File: config.mk
export PLATFORM = sky130hd
export DESIGN_NAME = nb_iter_ctrl_mc_flat
export DESIGN_NICKNAME = d
export VERILOG_FILES = /design/src/rtl/nb_iter_ctrl_mc_if.sv /design/src/rtl/nb_iter_ctrl_mc.sv /design/src/flat_wrapper.sv
export SDC_FILE = /design/constraint.sdc
export NUM_CORES = 1
export LEC_CHECK = 0
export ABC_AREA = 1
export CAP_MARGIN = 0
export CORE_AREA = 10 10 93 95
export CTS_CLUSTER_SIZE = 12
export DETAILED_ROUTE_END_ITERATION = 8
export DIE_AREA = 0 0 103 105
export PLACE_DENSITY = 0.67
export SLEW_MARGIN = 20
export SYNTH_ARGS = -nofsm -noshare
export SYNTH_HDL_FRONTEND = slang
export SYNTH_SLANG_ARGS = --single-unit
export TNS_END_PERCENT = 10
File: constraint.sdc
create_clock -name clk -period 2.7 [get_ports clk]
set_clock_uncertainty 0.2 [all_clocks]
set_input_delay 0.54 -clock clk [delete_from_list [all_inputs] [get_ports clk]]
set_output_delay 0.54 -clock clk [all_outputs]
set_load 0.02 [all_outputs]
File: src/rtl/nb_iter_ctrl_mc_if.sv
// Signal bundle between the NB-LDPC iteration controller and the loader, VNU/CNU arrays and result sink.
// The master modport is the controller side; the slave modport is everything around it.
interface nb_iter_ctrl_mc_if #(
    parameter int N_VNU = 10,
    parameter int N_CNU = 5,
    parameter int IW    = 7
);
    logic             data_ready;
    logic             data_ack;
    logic [IW-1:0]    max_iter_num;
    logic             early_term_en;
    logic             syndrome_ok;
    logic [N_VNU-1:0] finish_vn;
    logic [N_CNU-1:0] finish_cn;
    logic             out_ack;
    logic             rd_addr_high_Lch;
    logic             value_start;
    logic             check_start;
    logic             first_iter_flag;
    logic [IW-1:0]    iter_num;
    logic             Mux_result;
    logic             output_ready;
    logic             early_stop;
    logic             timeout_err;
    logic             busy;

    modport master (
        input  data_ready, max_iter_num, early_term_en, syndrome_ok,
               finish_vn, finish_cn, out_ack,
        output data_ack, rd_addr_high_Lch, value_start, check_start,
               first_iter_flag, iter_num, Mux_result, output_ready,
               early_stop, timeout_err, busy
    );

    modport slave (
        output data_ready, max_iter_num, early_term_en, syndrome_ok,
               finish_vn, finish_cn, out_ack,
        input  data_ack, rd_addr_high_Lch, value_start, check_start,
               first_iter_flag, iter_num, Mux_result, output_ready,
               early_stop, timeout_err, busy
    );
endinterface

File: src/rtl/nb_iter_ctrl_mc.sv
// NB-LDPC iteration controller: alternates VN and CN passes, gathers staggered unit finish flags,
// handles syndrome early stop, per-phase watchdog, ping-pong LLR bank select and result handshake.
module nb_iter_ctrl_mc #(
    parameter int N_VNU   = 10,
    parameter int N_CNU   = 5,
    parameter int IW      = 7,
    parameter int TW      = 12,
    parameter int TIMEOUT = 4000
) (
    input  logic              clk,
    input  logic              reset,
    nb_iter_ctrl_mc_if.master bus
);
    typedef enum logic [1:0] {IDLE, VN_RUN, CN_RUN, DONE} state_t;

    state_t           state_q, state_d;
    logic [IW-1:0]    iter_q, iter_d;
    logic [IW-1:0]    max_q, max_d;
    logic             et_en_q, et_en_d;
    logic [N_VNU-1:0] vn_mask_q, vn_mask_d;
    logic [N_CNU-1:0] cn_mask_q, cn_mask_d;
    logic [TW-1:0]    wd_q, wd_d;
    logic             bank_q, bank_d;
    logic             value_start_q, value_start_d;
    logic             check_start_q, check_start_d;
    logic             data_ack_q, data_ack_d;
    logic             first_iter_q, first_iter_d;
    logic             output_ready_q, output_ready_d;
    logic             mux_q, mux_d;
    logic             early_stop_q, early_stop_d;
    logic             timeout_err_q, timeout_err_d;
    logic             busy_q, busy_d;

    logic vn_all, cn_all, wd_expired;

    // The current-cycle flags are OR-ed in so the last finish bit completes the phase without extra latency.
    assign vn_all     = &(vn_mask_q | bus.finish_vn);
    assign cn_all     = &(cn_mask_q | bus.finish_cn);
    assign wd_expired = (wd_q == TW'(TIMEOUT - 1));

    always_comb begin
        state_d       = state_q;
        iter_d        = iter_q;
        max_d         = max_q;
        et_en_d       = et_en_q;
        vn_mask_d     = vn_mask_q;
        cn_mask_d     = cn_mask_q;
        wd_d          = wd_q;
        bank_d        = bank_q;
        value_start_d = 1'b0;
        check_start_d = 1'b0;
        data_ack_d    = 1'b0;
        first_iter_d  = first_iter_q;
        early_stop_d  = early_stop_q;
        timeout_err_d = timeout_err_q;

        unique case (state_q)
            IDLE: begin
                if (bus.data_ready) begin
                    state_d       = VN_RUN;
                    value_start_d = 1'b1;
                    data_ack_d    = 1'b1;
                    first_iter_d  = 1'b1;
                    iter_d        = IW'(1);
                    max_d         = (bus.max_iter_num == '0) ? IW'(1) : bus.max_iter_num;
                    et_en_d       = bus.early_term_en;
                    vn_mask_d     = '0;
                    cn_mask_d     = '0;
                    wd_d          = '0;
                end
            end

            VN_RUN: begin
                wd_d = wd_q + 1'b1;
                if (!value_start_q) begin
                    vn_mask_d = vn_mask_q | bus.finish_vn;
                end
                if (wd_expired) begin
                    state_d       = DONE;
                    timeout_err_d = 1'b1;
                    first_iter_d  = 1'b0;
                end else if (!value_start_q && vn_all) begin
                    state_d       = CN_RUN;
                    check_start_d = 1'b1;
                    cn_mask_d     = '0;
                    wd_d          = '0;
                end
            end

            CN_RUN: begin
                wd_d = wd_q + 1'b1;
                if (!check_start_q) begin
                    cn_mask_d = cn_mask_q | bus.finish_cn;
                end
                if (wd_expired) begin
                    state_d       = DONE;
                    timeout_err_d = 1'b1;
                    first_iter_d  = 1'b0;
                end else if (!check_start_q && cn_all) begin
                    if (et_en_q && bus.syndrome_ok) begin
                        state_d      = DONE;
                        early_stop_d = 1'b1;
                        first_iter_d = 1'b0;
                    end else if (iter_q >= max_q) begin
                        state_d      = DONE;
                        first_iter_d = 1'b0;
                    end else begin
                        state_d       = VN_RUN;
                        value_start_d = 1'b1;
                        iter_d        = iter_q + 1'b1;
                        first_iter_d  = 1'b0;
                        vn_mask_d     = '0;
                        wd_d          = '0;
                    end
                end
            end

            DONE: begin
                // Releasing the result hands the consumed bank back to the loader.
                if (bus.out_ack) begin
                    state_d       = IDLE;
                    bank_d        = ~bank_q;
                    early_stop_d  = 1'b0;
                    timeout_err_d = 1'b0;
                end
            end

            default: state_d = IDLE;
        endcase

        output_ready_d = (state_d == DONE);
        mux_d          = (state_d == DONE);
        busy_d         = (state_d != IDLE);
    end

    always_ff @(posedge clk) begin
        if (!reset) begin
            state_q        <= IDLE;
            iter_q         <= '0;
            max_q          <= '0;
            et_en_q        <= 1'b0;
            vn_mask_q      <= '0;
            cn_mask_q      <= '0;
            wd_q           <= '0;
            bank_q         <= 1'b0;
            value_start_q  <= 1'b0;
            check_start_q  <= 1'b0;
            data_ack_q     <= 1'b0;
            first_iter_q   <= 1'b0;
            output_ready_q <= 1'b0;
            mux_q          <= 1'b0;
            early_stop_q   <= 1'b0;
            timeout_err_q  <= 1'b0;
            busy_q         <= 1'b0;
        end else begin
            state_q        <= state_d;
            iter_q         <= iter_d;
            max_q          <= max_d;
            et_en_q        <= et_en_d;
            vn_mask_q      <= vn_mask_d;
            cn_mask_q      <= cn_mask_d;
            wd_q           <= wd_d;
            bank_q         <= bank_d;
            value_start_q  <= value_start_d;
            check_start_q  <= check_start_d;
            data_ack_q     <= data_ack_d;
            first_iter_q   <= first_iter_d;
            output_ready_q <= output_ready_d;
            mux_q          <= mux_d;
            early_stop_q   <= early_stop_d;
            timeout_err_q  <= timeout_err_d;
            busy_q         <= busy_d;
        end
    end

    assign bus.data_ack         = data_ack_q;
    assign bus.rd_addr_high_Lch = bank_q;
    assign bus.value_start      = value_start_q;
    assign bus.check_start      = check_start_q;
    assign bus.first_iter_flag  = first_iter_q;
    assign bus.iter_num         = iter_q;
    assign bus.Mux_result       = mux_q;
    assign bus.output_ready     = output_ready_q;
    assign bus.early_stop       = early_stop_q;
    assign bus.timeout_err      = timeout_err_q;
    assign bus.busy             = busy_q;
endmodule

File: src/flat_wrapper.sv
// flat-port wrapper written by rule: the top's interface ports become plain ports
module nb_iter_ctrl_mc_flat 
#(
    parameter int N_VNU   = 10,
    parameter int N_CNU   = 5,
    parameter int IW      = 7,
    parameter int TW      = 12,
    parameter int TIMEOUT = 4000
)
  (clk, reset, bus_data_ready, bus_max_iter_num, bus_early_term_en, bus_syndrome_ok, bus_finish_vn, bus_finish_cn, bus_out_ack, bus_data_ack, bus_rd_addr_high_Lch, bus_value_start, bus_check_start, bus_first_iter_flag, bus_iter_num, bus_Mux_result, bus_output_ready, bus_early_stop, bus_timeout_err, bus_busy);
  nb_iter_ctrl_mc_if #(.N_VNU(N_VNU), .N_CNU(N_CNU), .IW(IW)) bus_i ();
  input  logic clk;
  input  logic reset;
  input wire logic [$bits(bus_i.data_ready)-1:0] bus_data_ready;
  input wire logic [$bits(bus_i.max_iter_num)-1:0] bus_max_iter_num;
  input wire logic [$bits(bus_i.early_term_en)-1:0] bus_early_term_en;
  input wire logic [$bits(bus_i.syndrome_ok)-1:0] bus_syndrome_ok;
  input wire logic [$bits(bus_i.finish_vn)-1:0] bus_finish_vn;
  input wire logic [$bits(bus_i.finish_cn)-1:0] bus_finish_cn;
  input wire logic [$bits(bus_i.out_ack)-1:0] bus_out_ack;
  output wire logic [$bits(bus_i.data_ack)-1:0] bus_data_ack;
  output wire logic [$bits(bus_i.rd_addr_high_Lch)-1:0] bus_rd_addr_high_Lch;
  output wire logic [$bits(bus_i.value_start)-1:0] bus_value_start;
  output wire logic [$bits(bus_i.check_start)-1:0] bus_check_start;
  output wire logic [$bits(bus_i.first_iter_flag)-1:0] bus_first_iter_flag;
  output wire logic [$bits(bus_i.iter_num)-1:0] bus_iter_num;
  output wire logic [$bits(bus_i.Mux_result)-1:0] bus_Mux_result;
  output wire logic [$bits(bus_i.output_ready)-1:0] bus_output_ready;
  output wire logic [$bits(bus_i.early_stop)-1:0] bus_early_stop;
  output wire logic [$bits(bus_i.timeout_err)-1:0] bus_timeout_err;
  output wire logic [$bits(bus_i.busy)-1:0] bus_busy;
  assign bus_i.data_ready = bus_data_ready;
  assign bus_i.max_iter_num = bus_max_iter_num;
  assign bus_i.early_term_en = bus_early_term_en;
  assign bus_i.syndrome_ok = bus_syndrome_ok;
  assign bus_i.finish_vn = bus_finish_vn;
  assign bus_i.finish_cn = bus_finish_cn;
  assign bus_i.out_ack = bus_out_ack;
  assign bus_data_ack = bus_i.data_ack;
  assign bus_rd_addr_high_Lch = bus_i.rd_addr_high_Lch;
  assign bus_value_start = bus_i.value_start;
  assign bus_check_start = bus_i.check_start;
  assign bus_first_iter_flag = bus_i.first_iter_flag;
  assign bus_iter_num = bus_i.iter_num;
  assign bus_Mux_result = bus_i.Mux_result;
  assign bus_output_ready = bus_i.output_ready;
  assign bus_early_stop = bus_i.early_stop;
  assign bus_timeout_err = bus_i.timeout_err;
  assign bus_busy = bus_i.busy;
  nb_iter_ctrl_mc #(.N_VNU(N_VNU), .N_CNU(N_CNU), .IW(IW), .TW(TW), .TIMEOUT(TIMEOUT)) u_core (.clk(clk), .reset(reset), .bus(bus_i));
endmodule
==> results.json, run 1 <==
{
  "finalWorstPathRequiredPeriod_ns": 2.312,
  "crit_path_start_kind": "register",
  "cts_hold_buf": 0,
  "numCtsBuffers": 5,
  "rows": 30,
  "hold_violations": 0,
  "drc_errors": 0,
  "crit_required_ns": 2.71,
  "slowest_stage": "dfxtp_1",
  "die_height_um": 105,
  "worstMarginPinSlew_ns": 0.5015,
  "p_leak_nw": 1.538,
  "cts_sinks": 53,
  "cts_buffer_depth": 2,
  "postCtsSetupRepairBufs": 0,
  "multi_input_area_mm2": 0.001662,
  "insertion_delay_ns": 0.31,
  "ctsResizeCount": 0,
  "n_fill_cell": 672,
  "drt_wl_total_um": 7116,
  "grt_use_total": 0.1367,
  "syn_area_mm2": 0.002970,
  "syn_to_final_growth_pct": 21.48,
  "core_mm2": 0.006756,
  "synth.yosys.seq_area_share": 0.3572,
  "mostFrequentLayoutCells": "90 x nand2_1, 72 x nor2_1, 53 x dfxtp_1, 44 x clkdlybuf4s50_1, 43 x a21oi_1",
  "drt_iter0_drc": 229,
  "rsz0062_at_grt": "no",
  "die_w_um": 103,
  "port_buffers": 44,
  "synth_top_cell_by_area": "dfxtp_1",
  "finalSetupViolations": 0,
  "postRouteAntennaNets": 0,
  "maxCapViolCount": 0,
  "slew_headroom": 0.6648,
  "path_cells": "inv_1 > ha_1 > inv_2 > nor2_1 > nor2_2 > inv_2 > buf_4 > nor2_1 > nand2_1 > nand2_1 > a21oi_1",
  "grt-ovfl-total": 0,
  "die_area_mm2": 0.01082,
  "seq_area_mm2": 0.001061,
  "synth-seq-cells": 53,
  "cts.clk_slew.worst_paths_ns": 0.09,
  "syn-num-nets": 483,
  "synthTopCellsByArea": "dfxtp_1 36%, nand2_1 11%, nor2_1 9.1%",
  "post-route-period-util": 0.8564,
  "cts_tree": "done",
  "vdd_drop_max_mv": 0.2959,
  "min_path_type": "register to register",
  "num_vias": 2903,
  "routed_via_density": 5.066,
  "globalplace.congestion": 0.9155,
  "slowest_delay_ns": 0.39,
  "yosys_warnings": 0,
  "finalSetupTns_ns": 0,
  "syn_inst": 442,
  "antenna_cells": 0,
  "antenna_found_initial": 0,
  "fmax_ghz": 0.4325,
  "final_area_mm2": 0.003608,
  "placed_area_mm2": 0.003526,
  "first_pass_iters": 4,
  "start_util": 0.4396,
  "fin_nets": 533,
  "ios": 45,
  "cp_data_arrival_time_ns": 2.32,
  "status": "completed",
  "syn_area_per_cell_um2": 6.720,
  "cts.htree.levels": 2,
  "yosys.cell_types.count": 31,
  "grt_start_max_net_pins": 25,
  "clockRootBuffer": "clkbuf_8",
  "path_class": "register to register",
  "wire_per_inst_um": 12.42,
  "cp_max_fo": 15,
  "slew_viol_final": 0,
  "mostFrequentLayoutCell": "nand2_1",
  "power_density_mw_per_mm2": 448.8,
  "place_hpwl_um": 5548,
  "synth_top_area_frac": 0.3572,
  "grt_pass1_vias": 2786,
  "grt_pass1_wl_um": 12420,
  "crit_path_end_kind": "register",
  "drive_gt1_frac": 0.07505
}
## registers in the layout, summed over array words and instances, names as in the netlist
signal,flops
u_core.bus.check_start,1
u_core.bus.timeout_err,1
u_core.state_q,2
u_core.et_en_q,1
u_core.bus.value_start,1
u_core.bus.early_stop,1
u_core.bus.data_ack,1
u_core.bus.iter_num,7
u_core.vn_mask_q,10
u_core.bus.output_ready,1
u_core.bus.busy,1
u_core.max_q,7
u_core.bus.first_iter_flag,1
u_core.cn_mask_q,5
u_core.bus.rd_addr_high_Lch,1
u_core.wd_q,12
## where the power goes
part	internal (mW)	switching, mW	leakage, nW
logic	0.136	0.198	1.06
clock network	0.181	0.261	0.0450
registers	0.821	0.0227	0.433
total	1.14	0.482	1.54
## critical path, delay by kind of cell, from the launching register on
| kind | cells | cell delay [ns] |
|---|---|---|
| and+or+nand+nor | 5 | 0.85 |
| adders and majority gates | 1 | 0.25 |
| AOI/OAI and AO/OA | 1 | 0.06 |
| DFF | 1 | 0.39 |
| buffers and inverters | 4 | 0.45 |
## through the flow
stage	cells	hold WS, ns	worst slack [ns]	power, mW	utilization
finish	573	0.2603	0.3876	1.620	0.5341
CTS	573	0.2688	0.3914	1.637	0.5341
global route	573	0.2957	0.1648	1.713	0.5341
global placement	565	0.2455	0.1400	1.193	0.5219
detailed placement	565	0.2552	0.1476	1.198	0.5219
floorplan	442	0.2325	0.5770	1.077	-
## logic make-up (layout without fill, tap and decap cells)
kind of cell / count (synthesis) / in the layout / share of synthesized area
DFF: 53 / 53 / 0.3572
xor gates and xnor gates: 11 / 11 / 0.03244
AOI/OAI and AO/OA: 75 / 75 / 0.1285
adders and majority gates: 13 / 13 / 0.05476
and+or+nand+nor: 230 / 230 / 0.3437
buffers and inverters: 60 / 111 / 0.08340
## cell usage after synthesis
cell type   n
o21a_1      2
xor2_1      9
buf_2       1
a21oi_1    43
nor2_2      4
nor3_4      1
nor4_1      1
clkinv_1    3
xnor2_1     2
nand3_1    35
nand3b_1    6
nand4_1     4
nand2_4     2
nor2_4      2
nor3_1      8
nand3_2     1
inv_1      40
o21ai_0    17
buf_4       1
o21ai_1    12
clkbuf_2    2
nand2_2     4
ha_1       13
nand2_1    90
buf_6       2
inv_2       5
clkbuf_1    4
nor2_1     72
buf_1       2
dfxtp_1    53
o22ai_1     1
## metal layers
metal,GRT usage,wire length [µm]
met3,0.03228,403
met2,0.2191,3152
met4,0.04374,118
met5,0,0
met1,0.1744,3441
## final timing paths
check,startpoint,endpoint,slack [ns],cells past startpoint
worst max-delay path,u_core.state_q[0],u_core.cn_mask_q[4],0.39,11
worst min-delay path,u_core.max_q[3],u_core.max_q[3],0.26,2
worst max register to register,u_core.state_q[0],u_core.cn_mask_q[4],0.39,11
worst min register to register,u_core.max_q[3],u_core.max_q[3],0.26,2
## cell type report
cell class / instances / area share
clock inverters: 2 / 0.002774
repair buffers: 55 / 0.1449
well taps: 80 / 0.02774
multi-input cells: 329 / 0.4605
clock buffers: 6 / 0.02011
flip-flops and latches: 53 / 0.2940
inverters: 48 / 0.04993
(Power assumes the default switching activity.)
==> run 2: changes to the inputs <==
--- a/config.mk
+++ b/config.mk
@@ -7,11 +7,10 @@
 export LEC_CHECK = 0
 export ABC_AREA = 1
 export CAP_MARGIN = 0
-export CORE_AREA = 10 10 93 95
+export CORE_AREA = 10 10 111 113
 export CTS_CLUSTER_SIZE = 12
 export DETAILED_ROUTE_END_ITERATION = 8
-export DIE_AREA = 0 0 103 105
-export PLACE_DENSITY = 0.67
+export DIE_AREA = 0 0 121 123
 export SLEW_MARGIN = 20
 export SYNTH_ARGS = -nofsm -noshare
 export SYNTH_HDL_FRONTEND = slang
==> run 2 against run 1 <==
Compared with the run above:
- count of clock-buffer cells in the layout unchanged
- power increased by 0.71%
- hold slack gained 0.0040 ns
- via count is the same
- first-iteration DRC count fell by 38%
- global-route usage decreased by 3.2 points
==> results.json, run 2 (synthesis gave the netlist of run 1 again) <==
{
  "switchingPower_uw": 492.4,
  "antenna_found_initial": 0,
  "cell_internal_pwr_mw": 1.139,
  "postRouteAntennaNets": 0,
  "mostFrequentLayoutCells": "90 x nand2_1, 72 x nor2_1, 53 x dfxtp_1, 44 x clkdlybuf4s50_1, 43 x a21oi_1",
  "crit_path_start_kind": "register",
  "grt_use_total": 0.1046,
  "setup_ws_ns": 0.4039,
  "worstMarginPinSlew_ns": 0.4819,
  "path_cells": "inv_1 > ha_1 > inv_2 > nor2_1 > nor2_2 > inv_2 > a21oi_1 > nand2_1 > nor2_2 > nand2_2 > inv_2 > nor2_1 > nor2_1",
  "path_class": "register to register",
  "cp_max_fo": 11,
  "reg.largest.list": "u_core.wd_q: 12 flops, u_core.vn_mask_q: 10 flops",
  "core_mm2": 0.01014,
  "place_hpwl_um": 5970,
  "switching_share": 0.3018,
  "first_pass_iters": 4,
  "dp_slack_ns": 0.1187,
  "slowest_delay_ns": 0.39,
  "ctsResizeCount": 0,
  "reg2regPathDepth": 13,
  "numCtsBuffers": 5,
  "clockPowerShare": 0.274,
  "finalSetupTns_ns": 0,
  "drt_wl_total_um": 7696,
  "vdd_drop_max_mv": 0.2472,
  "slowest_stage": "dfxtp_1",
  "ios": 45,
  "regMostFlops": "u_core.wd_q",
  "drive_gt1_frac": 0.07879,
  "port_buffers": 44,
  "share_comb_of_total_power": 0.208,
  "drc_errors": 0,
  "die_w_um": 121,
  "routed_via_density": 4.601,
  "die_height_um": 123,
  "mostFrequentLayoutCell": "nand2_1",
  "p_seq_frac": 0.518,
  "insertion_delay_ns": 0.30,
  "route.met2.wl_um": 3454,
  "finalSetupViolations": 0,
  "p_total_mw": 1.631,
  "cts.htree.levels": 2,
  "cts_hold_buf": 0,
  "grt-ovfl-total": 0,
  "cts_sinks": 53,
  "cts_tree": "done",
  "p_leak_nw": 1.547,
  "clockRootBuffer": "clkbuf_8",
  "finalWorstPathRequiredPeriod_ns": 2.296,
  "crit_required_ns": 2.75,
  "maxCapViolCount": 0,
  "fmax_ghz": 0.4355,
  "crit_path_end_kind": "register",
  "slew_headroom": 0.6779,
  "antenna_cells": 0,
  "post-route-util": 0.3643,
  "die_area_mm2": 0.01488,
  "cts.clk_slew.worst_paths_ns": 0.10,
  "rsz0062_at_grt": "no",
  "rows": 37,
  "hold_violations": 0,
  "cts_buffer_depth": 2,
  "num_vias": 2903,
  "grt_pass1_wl_um": 13090,
  "met1Wirelength_um": 3673,
  "min_path_type": "register to register",
  "wire_per_inst_um": 12.20,
  "fin_nets": 535,
  "postCtsSetupRepairBufs": 0,
  "globalplace.congestion": 0.8389,
  "status": "completed",
  "hold_depth": 2,
  "top_layer_used": "met4",
  "cp_data_arrival_time_ns": 2.34,
  "power_density_mw_per_mm2": 441.6,
  "grt_pass1_vias": 2813,
  "drt_iter0_drc": 141,
  "largest_reg_flops": 12,
  "start_util": 0.2930,
  "grt_start_max_net_pins": 25,
  "post-route-period-util": 0.8504,
  "syn_to_final_growth_pct": 24.35,
  "slew_viol_final": 0,
  "route.met3.wl_um": 503
}
[run 2: final timing paths]
| kind | slack [ns] | startpoint | end |
|---|---|---|---|
| setup / recovery | 0.40 | u_core.state_q[0] | u_core.vn_mask_q[8] |
| hold reg to reg | 0.26 | u_core.max_q[5] | u_core.max_q[5] |
| setup reg to reg | 0.40 | u_core.state_q[0] | u_core.vn_mask_q[8] |
| hold / removal | 0.26 | u_core.max_q[5] | u_core.max_q[5] |
[run 2: final cells by class]
cell class	count	area [µm²]
Fill cell	1060	6445
Multi-Input combinational cell	329	1662
Sequential cell	53	1061
Timing Repair Buffer	57	538.0
Inverter	48	180.2
Tap cell	136	170.2
Clock buffer	6	72.57
Clock inverter	2	10.01
[run 2: per-stage QoR]
| step | std cells | instance area, µm² | hold slack [ns] |
|---|---|---|---|
| floorplan | 442 | 2970 | 0.2325 |
| global placement | 623 | 3611 | 0.2463 |
| detailed placement | 623 | 3611 | 0.2540 |
| CTS | 631 | 3694 | 0.2686 |
| global route | 631 | 3694 | 0.2911 |
| finish | 631 | 3694 | 0.2642 |
[run 2: routing by layer]
layer / vias up / track usage
li1: 1530 / -
met1: 1316 / 0.1323
met2: 53 / 0.1704
met3: 4 / 0.03191
met4: 0 / 0.02489
met5: - / 0
[run 2: worst max-delay path, delay by kind of cell (launching register included)]
kind | cells | cell delay (ns)
buf+inv | 4 | 0.49
flops | 1 | 0.39
simple gates | 7 | 0.80
fa+ha+maj | 1 | 0.24
compound gates | 1 | 0.12
[run 2: power groups by stage]
stage,clock [mW],sequential (mW),combinational (mW)
final,0.448,0.845,0.339
after global routing,0.495,0.849,0.390
after CTS,0.466,0.845,0.343
after detailed placement,0,0.863,0.342
after global placement,0,0.861,0.335
after floorplan,0,0.869,0.208
==> edit 1 (config.mk and constraints of run 1) <==
Take the reset off `wd_q` and load it in a clocked block of its own.
--- a/src/rtl/nb_iter_ctrl_mc.sv
+++ b/src/rtl/nb_iter_ctrl_mc.sv
@@ -142,5 +142,4 @@
             vn_mask_q      <= '0;
             cn_mask_q      <= '0;
-            wd_q           <= '0;
             bank_q         <= 1'b0;
             value_start_q  <= 1'b0;
@@ -160,5 +159,4 @@
             vn_mask_q      <= vn_mask_d;
             cn_mask_q      <= cn_mask_d;
-            wd_q           <= wd_d;
             bank_q         <= bank_d;
             value_start_q  <= value_start_d;
@@ -172,4 +170,8 @@
             busy_q         <= busy_d;
         end
+    end
+
+    always_ff @(posedge clk) begin
+        wd_q <= wd_d;
     end
 
Function: no difference found for any inputs over 10 cycles, from zero or initial values and one cycle with reset low; that may be too few to reach the edited logic, so the function may still have changed.
==> edit 1 against run 1 <==
- sequential cell count is the same
- routed wire length shrank 5.9%
- cell area up 1.7%
- critical path type unchanged
- cell count decreased by 6.8%
- setup slack improved by 55 ps
- non-clock buffer count fell by 2
- critical path depth stayed put
- maximum frequency up 2.5%
- total power grew 11%
- synthesized area is 1.9% higher
- global-route usage is 0.63 points lower
==> edit 1: results (changes against run 1) <==
Power:
- The proportion of power drawn by flip-flops and latches was 50.5% (-1.6 points).
- The share of total power in combinational logic is 20.1% (-0.5 points).
- The static leakage is 0.001612 µW (+4.8%).

Place:
- The total placed cells including tap cells is 526 (-6.9%).
- The half-perimeter wire length of the detailed placement result was 5317 µm (-4.2%).
- The global placer's final weighted congestion is 0.8709 (-4.9%).

Final layout:
- The number of nets in the finished design is 494 (-7.3%).
- The share of layout cells above drive strength 1 is 12.78% (+5.3 points).
- The count of fill cells added during filler insertion was 682 (+1.5%).

Worst setup path:
- The worst setup path endpoint is u_core.wd_q[6]$_DFFE_PP_.
- The critical-path maximum fanout came to 11 (-4).
- The largest delay contributor family on the critical path is compound AO/OA/AOI/OAI gates.
- The setup slack of the worst register-to-register path is 440 ps (+60 ps).
- The arrival time of the worst setup path came to 2110 ps (-210 ps).

Routing:
- The total vias in the final route came to 2613 (-10%).
- The final routed wire length divided by cell count is 12.54 µm (+1.0%).
- The number of DRC markers after the initial detailed-route iteration came to 144 (-37%).
- The wire length reported by the detailed router was 6699 µm (-5.9%).

Logic synthesis:
- The number of different library cells in the post-synthesis netlist was 34 (+9.7%).
- The instance count of the mapped netlist was 402 (-9.0%).
- The post-synthesis compound-gate area fraction is 11.70% (-1.1 points).
- The share of synthesized area occupied by flip-flops and latches is 39.02% (+3.3 points).
- The post-synthesis net count is 443 (-8.3%).
- The number of enable flip-flop cells after synthesis is 12 (+12).
- Yosys attributes the largest share of cell area to sky130_fd_sc_hd__dfxtp_1 27%, sky130_fd_sc_hd__edfxtp_1 12%, sky130_fd_sc_hd__nand2_1 12%.
- The adder and majority cell fraction of the synthesized area is 5.374% (-0.10 points).

GRT:
- The maximum number of pins on one net before global-route repair was 20 (-20%).
- The combined global-route utilization of all metal layers is 13.05% (-0.63 points).

Min path:
- For hold timing, the worst endpoint is u_core.cn_mask_q[4]$_SDFFE_PN0P_.
- In this run the most critical hold path is launched from u_core.cn_mask_q[4]$_SDFFE_PN0P_.

Timing:
- The worst-margin pin slew came to 483.9 ps (-17.66 ps).

Run status:
- The flow ran to the end, and the final reports show no timing, DRC or antenna violations.
## edit 1: cell types whose count changed in the layout (fill, tap and decap cells not counted), moves of 6 or more
cell                       before  now
sky130_fd_sc_hd__edfxtp_1       0   12
sky130_fd_sc_hd__inv_1         40   55
sky130_fd_sc_hd__nor3_2         0    8
sky130_fd_sc_hd__nand3b_1       6    0
sky130_fd_sc_hd__o21ai_1       12    0
sky130_fd_sc_hd__nand3_1       35   15
sky130_fd_sc_hd__a21oi_1       43   24
sky130_fd_sc_hd__nor2_1        72   46
sky130_fd_sc_hd__dfxtp_1       53   41
sky130_fd_sc_hd__a21oi_2        0   10
## edit 1: area by class of cell
cell class                      instances  share of cell area (%)
Sequential cell                        53                   32.17
Clock buffer                            6                   1.977
Clock inverter                          2                  0.9202
Tap cell                               80                   2.727
Multi-Input combinational cell        280                   42.23
Inverter                               60                   6.135
Timing Repair Buffer                   53                   13.84
## edit 1: routing by layer
metal  GRT usage (%)  part of all wire, %
met5               0                    0
met1           17.04                   50
met2           20.47                   45
met4           4.374                  1.3
met3           2.964                  4.0
## edit 1: per-stage QoR
| step | cell area (µm²) | setup slack [ps] | hold WS, ps | utilization (%) | total power [µW] |
|---|---|---|---|---|---|
| 3_3_place_gp | 3565 | 176.4 | 258.0 | 52.76 | 1283 |
| 6_report | 3671 | 443.1 | 273.6 | 54.33 | 1799 |
| 3_5_place_dp | 3565 | 159.1 | 264.3 | 52.76 | 1291 |
| 2_1_floorplan | 3027 | 521.1 | 244.0 | - | 1171 |
| 4_1_cts | 3671 | 430.3 | 277.4 | 54.33 | 1821 |
| 5_1_grt | 3671 | 263.1 | 300.6 | 54.33 | 1903 |
==> edit 2 (settings of run 1) <==
Without the edit above. `N_CNU` is set to 5 in 3 places; all go to 10.
--- a/src/rtl/nb_iter_ctrl_mc_if.sv
+++ b/src/rtl/nb_iter_ctrl_mc_if.sv
@@ -3,5 +3,5 @@
 interface nb_iter_ctrl_mc_if #(
     parameter int N_VNU = 10,
-    parameter int N_CNU = 5,
+    parameter int N_CNU = 10,
     parameter int IW    = 7
 );
--- a/src/rtl/nb_iter_ctrl_mc.sv
+++ b/src/rtl/nb_iter_ctrl_mc.sv
@@ -3,5 +3,5 @@
 module nb_iter_ctrl_mc #(
     parameter int N_VNU   = 10,
-    parameter int N_CNU   = 5,
+    parameter int N_CNU   = 10,
     parameter int IW      = 7,
     parameter int TW      = 12,
--- a/src/flat_wrapper.sv
+++ b/src/flat_wrapper.sv
@@ -3,5 +3,5 @@
 #(
     parameter int N_VNU   = 10,
-    parameter int N_CNU   = 5,
+    parameter int N_CNU   = 10,
     parameter int IW      = 7,
     parameter int TW      = 12,
Ports: changed (resized bus_finish_cn); port bits go from 45 to 50. No check against the original RTL was run, so the function may have changed too.
==> edit 2 against run 1 <==
- synthesized area up 8.3%
- cell count up 9.9%
- routed wire length rose by 4.5%
- sequential cell count up 5
- sequential power up 10%
- cell area grew 12%
- total power up 30%
- die area is the same
- clock power rose by 87%
- setup slack worse by 54 ps
- critical endpoint is now u_core.cn_mask_q[5]$_SDFFE_PN0P_
==> edit 2: results (changes against run 1) <==
Clock network:
- The number of levels the H-tree was split into is 3 (+1).
- The clock-pin slew on the worst setup and hold paths is 70 ps (-20 ps).
- The total CTS buffers was 9 (+4).
- The clock latency on the worst-skew pair is 340 ps (+30 ps).

Timing:
- The hold slack is 254.4 ps (-5.873 ps).
- The relative slew slack is 62.34% (-4.1 points).

Run status:
- The flow ran to the end, and the final reports show no timing, DRC or antenna violations.

Power:
- The static leakage came to 0.001892 µW (+23%).

Routing:
- The wire length on met3 is 470 µm (+17%).
- The number of DRC markers after the initial detailed-route iteration came to 120 (-48%).
- The wire length reported by the detailed router is 7434 µm (+4.5%).
- The met2 routed wirelength is 3237 µm (+2.7%).
- The routed metal-1 wire length is 3564 µm (+3.6%).

Worst setup path:
- The critical-path maximum fanout is 9 (-6).
- The depth of the worst register-to-register path is 12 (+1).
- The arrival time of the worst setup path is 2400 ps (+80 ps).
- The worst register-to-register path begins at u_core.state_q[1]$_SDFF_PN0_.
- The peak per-stage delay on the critical path is 430 ps (+40 ps).
- The setup slack of the worst register-to-register path came to 330 ps (-50 ps).

Final layout:
- The end-of-flow core utilization is 59.57% (+6.2 points).
- The count of fill cells added during filler insertion was 668 (-0.60%).
- The share of layout cells above drive strength 1 is 8.364% (+0.86 points).
- The number of nets in the finished design is 592 (+11%).

GRT:
- The maximum number of pins on one net before global-route repair is 21 (-16%).

Min path:
- In this run the most critical hold path is launched from u_core.bus.early_stop$_SDFFE_PN0P_.

Place:
- The global placer's final weighted congestion is 0.8871 (-3.1%).

Logic synthesis:
- The instance count of the mapped netlist is 488 (+10%).
-- edit 2: worst min-delay path: cells and delay by family, from the launching register on --
family | cells | cell delay [ps]
buffers and inverters | 1 | 50
flip-flops | 1 | 310
AO/OA/AOI/OAI | 1 | 50
-- edit 2: power breakdown --
group          internal (µW)  switching (µW)
Sequential               906            22.7
Clock                    495             330
Combinational            154             205
-- edit 2: how the worst max path moves through the flow --
stage / start / end / slack, ps
floorplan: u_core.bus.iter_num[0]$_SDFFE_PN0P_ / u_core.vn_mask_q[1]$_SDFFE_PN0P_ / 560
global placement: bus_finish_cn[8] / u_core.vn_mask_q[4]$_SDFFE_PN0P_ / 110
detailed placement: bus_finish_cn[9] / u_core.vn_mask_q[6]$_SDFFE_PN0P_ / 90
CTS: u_core.bus.iter_num[0]$_SDFFE_PN0P_ / u_core.vn_mask_q[1]$_SDFFE_PN0P_ / 350
global route: u_core.state_q[0]$_SDFF_PN0_ / u_core.cn_mask_q[5]$_SDFFE_PN0P_ / 80
finish: u_core.state_q[1]$_SDFF_PN0_ / u_core.cn_mask_q[5]$_SDFFE_PN0P_ / 330
-- edit 2: kinds of logic after synthesis --
family,count (synthesis),synth area share (%)
flip-flops,58,36.11
buffers and inverters,87,11.13
AO/OA/AOI/OAI,67,11.05
AND/OR/NAND/NOR,250,33.11
adder cells (fa/ha/maj),13,5.058
XOR/XNOR,13,3.541
-- edit 2: area by class of cell --
class | instances | area share (%)
Clock inverter | 2 | 0.8704
Clock buffer | 13 | 4.196
Inverter | 74 | 6.901
Multi-Input combinational cell | 343 | 42.15
Tap cell | 80 | 2.487
Timing Repair Buffer | 60 | 14.55
Sequential cell | 58 | 28.85
